==> config.mk <==
export PLATFORM = sky130hd
export DESIGN_NAME = fmul
export DESIGN_NICKNAME = d
export VERILOG_FILES = /design/src/rtl/fp32_pkg.sv /design/src/rtl/fp32_classify.sv /design/src/rtl/fmul.sv
export SDC_FILE = /design/constraint.sdc
export NUM_CORES = 2
export LEC_CHECK = 0
export CELL_PAD_IN_SITES_DETAIL_PLACEMENT = 0
export CELL_PAD_IN_SITES_GLOBAL_PLACEMENT = 1
export CORE_ASPECT_RATIO = 0.75
export CORE_MARGIN = 4
export CORE_UTILIZATION = 49
export DETAILED_ROUTE_END_ITERATION = 6
export GPL_TIMING_DRIVEN = 0
export PLACE_DENSITY_LB_ADDON = 0.1
export SLEW_MARGIN = 0
export SYNTH_ARGS = -nofsm -noshare
export SYNTH_HDL_FRONTEND = slang
export SYNTH_SLANG_ARGS = --single-unit
==> constraint.sdc <==
create_clock -name clk -period 15 [get_ports clk]
set_clock_uncertainty 0.15 [all_clocks]
set_input_delay 2.25 -clock clk [delete_from_list [all_inputs] [get_ports clk]]
set_output_delay 2.25 -clock clk [all_outputs]
set_load 0.01 [all_outputs]
==> src/rtl/fp32_pkg.sv <==
// Shared binary32 constants and the operand class used by the FP datapath.
package fp32_pkg;

    localparam int          EXP_BIAS = 127;
    localparam int          EXP_MAX  = 255;
    localparam logic [31:0] QNAN     = 32'h7FC00000;

    typedef enum logic [1:0] {
        ZERO,
        NORMAL,
        INF,
        NAN
    } fp_class_t;

endpackage

==> src/rtl/fp32_classify.sv <==
// Decodes a binary32 operand into its class and its 24-bit significand.
// Subnormals are flushed to zero.
import fp32_pkg::*;

module fp32_classify (
    input  logic [7:0]  exp,
    input  logic [22:0] frac,
    output fp_class_t   cls,
    output logic [23:0] sig
);

    always_comb begin
        cls = NORMAL;
        sig = {1'b1, frac};
        if (exp == 8'd0) begin
            cls = ZERO;
            sig = 24'd0;
        end else if (exp == 8'(EXP_MAX)) begin
            cls = (frac == 23'd0) ? INF : NAN;
            sig = 24'd0;
        end
    end

endmodule

==> src/rtl/fmul.sv <==
// Single-precision multiplier: classify, multiply, normalise and round
// combinationally, then one output register stage.
import fp32_pkg::*;

module fmul (
    input  logic        clk,
    input  logic        rst,
    input  logic        A_sign,
    input  logic [7:0]  A_exp,
    input  logic [22:0] A_frac,
    input  logic        B_sign,
    input  logic [7:0]  B_exp,
    input  logic [22:0] B_frac,
    output logic        sign,
    output logic [7:0]  exp,
    output logic [23:0] frac,
    output logic        error,
    output logic        overflow
);

    fp_class_t          a_cls, b_cls;
    logic [23:0]        a_sig, b_sig;
    logic [47:0]        prod;
    logic signed [9:0]  e_sum, e_norm, e_final;
    logic [22:0]        frac_pre, frac_rnd;
    logic               guard, sticky, round_up, carry, inexact;
    logic               res_sign;

    logic               nxt_sign, nxt_error, nxt_overflow;
    logic [7:0]         nxt_exp;
    logic [23:0]        nxt_frac;

    fp32_classify u_class_a (.exp(A_exp), .frac(A_frac), .cls(a_cls), .sig(a_sig));
    fp32_classify u_class_b (.exp(B_exp), .frac(B_frac), .cls(b_cls), .sig(b_sig));

    assign prod     = 48'(a_sig) * 48'(b_sig);
    assign e_sum    = $signed({2'b00, A_exp}) + $signed({2'b00, B_exp}) - $signed(10'(EXP_BIAS));
    assign res_sign = A_sign ^ B_sign;

    // Product of two 1.f values lies in [1,4): bit 47 picks the normalising shift.
    always_comb begin
        if (prod[47]) begin
            frac_pre = prod[46:24];
            guard    = prod[23];
            sticky   = |prod[22:0];
            e_norm   = e_sum + 10'sd1;
        end else begin
            frac_pre = prod[45:23];
            guard    = prod[22];
            sticky   = |prod[21:0];
            e_norm   = e_sum;
        end
        round_up = guard & (sticky | frac_pre[0]);
        carry    = (&frac_pre) & round_up;
        frac_rnd = frac_pre + 23'(round_up);
        e_final  = e_norm + 10'(carry);
        inexact  = guard | sticky;
    end

    always_comb begin
        nxt_sign     = res_sign;
        nxt_exp      = 8'd0;
        nxt_frac     = 24'd0;
        nxt_error    = 1'b0;
        nxt_overflow = 1'b0;
        if (a_cls == NAN || b_cls == NAN ||
            (a_cls == INF && b_cls == ZERO) || (a_cls == ZERO && b_cls == INF)) begin
            nxt_sign  = QNAN[31];
            nxt_exp   = QNAN[30:23];
            nxt_frac  = {QNAN[22:0], 1'b0};
            nxt_error = 1'b1;
        end else if (a_cls == INF || b_cls == INF) begin
            nxt_exp = 8'(EXP_MAX);
        end else if (a_cls == ZERO || b_cls == ZERO) begin
            nxt_exp = 8'd0;
        end else if (e_final >= $signed(10'(EXP_MAX))) begin
            nxt_exp      = 8'(EXP_MAX);
            nxt_frac     = 24'd1;
            nxt_overflow = 1'b1;
        end else if (e_final <= 10'sd0) begin
            // Results below the normal range are flushed; always lossy.
            nxt_frac = 24'd1;
        end else begin
            nxt_exp  = e_final[7:0];
            nxt_frac = {frac_rnd, inexact};
        end
    end

    always_ff @(posedge clk) begin
        if (rst) begin
            sign     <= 1'b0;
            exp      <= 8'd0;
            frac     <= 24'd0;
            error    <= 1'b0;
            overflow <= 1'b0;
        end else begin
            sign     <= nxt_sign;
            exp      <= nxt_exp;
            frac     <= nxt_frac;
            error    <= nxt_error;
            overflow <= nxt_overflow;
        end
    end

endmodule

==> run metrics <==
Synth Area in Compound Gates=around 7.7%; filler instances=4436; overall overflow remaining after global route=0; vias in the first global route=~22000; Post-Synth Adder-Cell Area=between 50% and 60%; Synth Area in XOR/XNOR=about 3.3%; mux contribution to synthesized area=0.446%; status=finished, final reports clean; crit path max fanout=10; I/O pin count=101; crit path DAT=14.85 ns; DR pass1 iterations=6; busiest metal layer after global routing=met1; ys flop type=dfxtp_1; largest family of logic cells by synthesized area=adder cells; Remaining DRCs=0; met2 usage=between 50% and 60%; GR met3 Demand/Resource=between 10% and 20%; highest clock rate=67.4 MHz; crit path launch type=input pin; Wirelength per Cell=about 28 um; kind of critical path=input pin to flop; slowest cell on the critical path=fa_1; met1 Use GR=a little over half; DRT Wirelength=just under 100 mm; vias=between 20000 and 25000; worst slew pin tran=1.19 ns; Post-Syn Area per Cell=around 8.3 sq um; TritonCTS clock tree=yes; Slew HR=between 20 and 25%; total CTS buffers=5; Final Hold Violating Endpoints=0; clk sink count=35; Post-synth EDFFs=0; crit end category=flop; NumNets Final=approximately 3600; Design Area, Final=25600 sq um; root buf cell=clkbuf_16; final count of pins violating max slew=0; Async SR Flop Fraction=0%; chip height=196 um; hold path cells=3; Area growth, synth to finish=11.5%; Setup violations, final=0; Slowest Stage Delay on Critical Path=around 0.62 ns; synthesized cell area=~23000 sq um; Worst Path Required=around 15 ns; gr usage total=a little under two fifths; clk buf depth=2; Distinct cells, synth=just over 80; worst min-delay path category=input pin to flop; Die W=between 200 and 300 um; leading cell type in the layout, fill and taps excluded=inv_1; vias per cell=between 6 and 7; cell row count=a little under 70; antenna violations before repair=14; cts hold-fix bufs=0; Initial Utilization=49.8%; Yosys Warn Count=0; first-pass GRT wire length=roughly 140 mm; Seq/Total Area, Yosys=between 3 and 4%; Yosys reg bits=35; placed inst area=24700 sq um; largest net degree at the start of global routing=13; crit-path most repeated cell=fa_1; H-tree Lvls=2; Initial DRC Count=approximately 2300; final worst-path cycle share=between 90% and 100%; CTS clk-pin slew, worst paths=0.06 ns; PortBufs=94; Mapped Cells=roughly 2800; most frequent cells in the layout=inv_1, fa_1, nand2_1, and3_1, ha_1; share of post-route cells with drive strength above 1=under 10%; crit path time final=between 10 and 15 ns; Final ANT Viol Nets=0; core footprint=between 40000 and 50000 sq um; simple-gate share of the synthesized area=20.8%; Post-DP HPWL=approximately 80 mm; n_diodes=0; syn_nets=3504; die area=just over 50000 sq um; RD Place Congestion=between 1 and 1.5; Max Cap Violations=0
==> cells in the mapped netlist, drive strengths merged, types with 35 or more instances <==
master	n	area, sq um
inv	575	2160
o21ai	48	240
xnor2	57	499
nor3	35	185
nand3	36	180
and2	49	307
fa	483	9670
nor2	87	327
clkbuf	153	574
dfxtp	35	701
a21oi	68	344
nand2	372	1400
ha	194	2430
and3	259	1620
==> cell type report <==
type / instances / area [sq um] / share of cell area (%)
Buffer: 149 / 766 / 2.99
Clock buffer: 5 / 125 / 0.488
Sequential cell: 35 / 701 / 2.73
Tap cell: 630 / 788 / 3.07
Inverter: 575 / 2160 / 8.43
Timing Repair Buffer: 118 / 1140 / 4.44
Multi-Input combinational cell: 1985 / 19900 / 77.8
Clock inverter: 3 / 20.0 / 0.0781
==> sequential cells by signal, summed over array words and instances (netlist names) <==
signal / count
overflow: 1
frac: 24
error: 1
exp: 8
sign: 1
==> worst max-delay path: cells and delay by family <==
kind                       cells  cell delay (ns)
adders and majority gates     10             4.62
AOI/OAI and AO/OA              7             1.70
buffers and inverters         14             2.51
and+or+nand+nor               16             3.54
muxes                          1             0.18
==> path summary, 6_finish.rpt <==
path                      from       to  slack, ns
worst max-delay path  B_exp[3]  frac[8]       0.17
worst min-delay path    A_sign     sign       2.46
==> through the flow <==
stage	hold WS, ns	cells	setup slack [ns]	setup TNS (ns)	utilization, %
final	2.46	3500	0.171	0	55.5
after global placement	2.74	3485	-3.94	-120.35	53.5
after CTS	2.45	3493	0.0196	0	54.6
after global routing	2.45	3500	-0.137	-1.63	55.5
after detailed placement	2.76	3485	-3.96	-120.60	53.5
after floorplan	2.18	2761	1.53	0	-
==> layer usage <==
layer | share of wire (%) | routed length, um
met2 | 39 | 37300
met4 | 3.7 | 3560
met3 | 16 | 15400
met5 | 0.20 | 195
met1 | 41 | 39900
==> kinds of logic (layout without fill, tap and decap cells) <==
logic type | count (synthesis) | in the layout
AND/OR/NAND/NOR | 950 | 950
buffers and inverters | 741 | 850
adder cells (fa/ha/maj) | 677 | 677
AO/OA/AOI/OAI | 262 | 262
XOR/XNOR | 86 | 86
flip-flops | 35 | 35
multiplexers | 10 | 10
==> repair_timing <==
action,CTS,global route
cloned,0,1
gates resized for setup,121,130
pin swaps,12,25
setup endpoints to repair,33,33
setup buffers,9,14
Power is left out: the tool's default activity adds up to more than one toggle a clock period on the data nets, which glitch-free logic cannot reach.
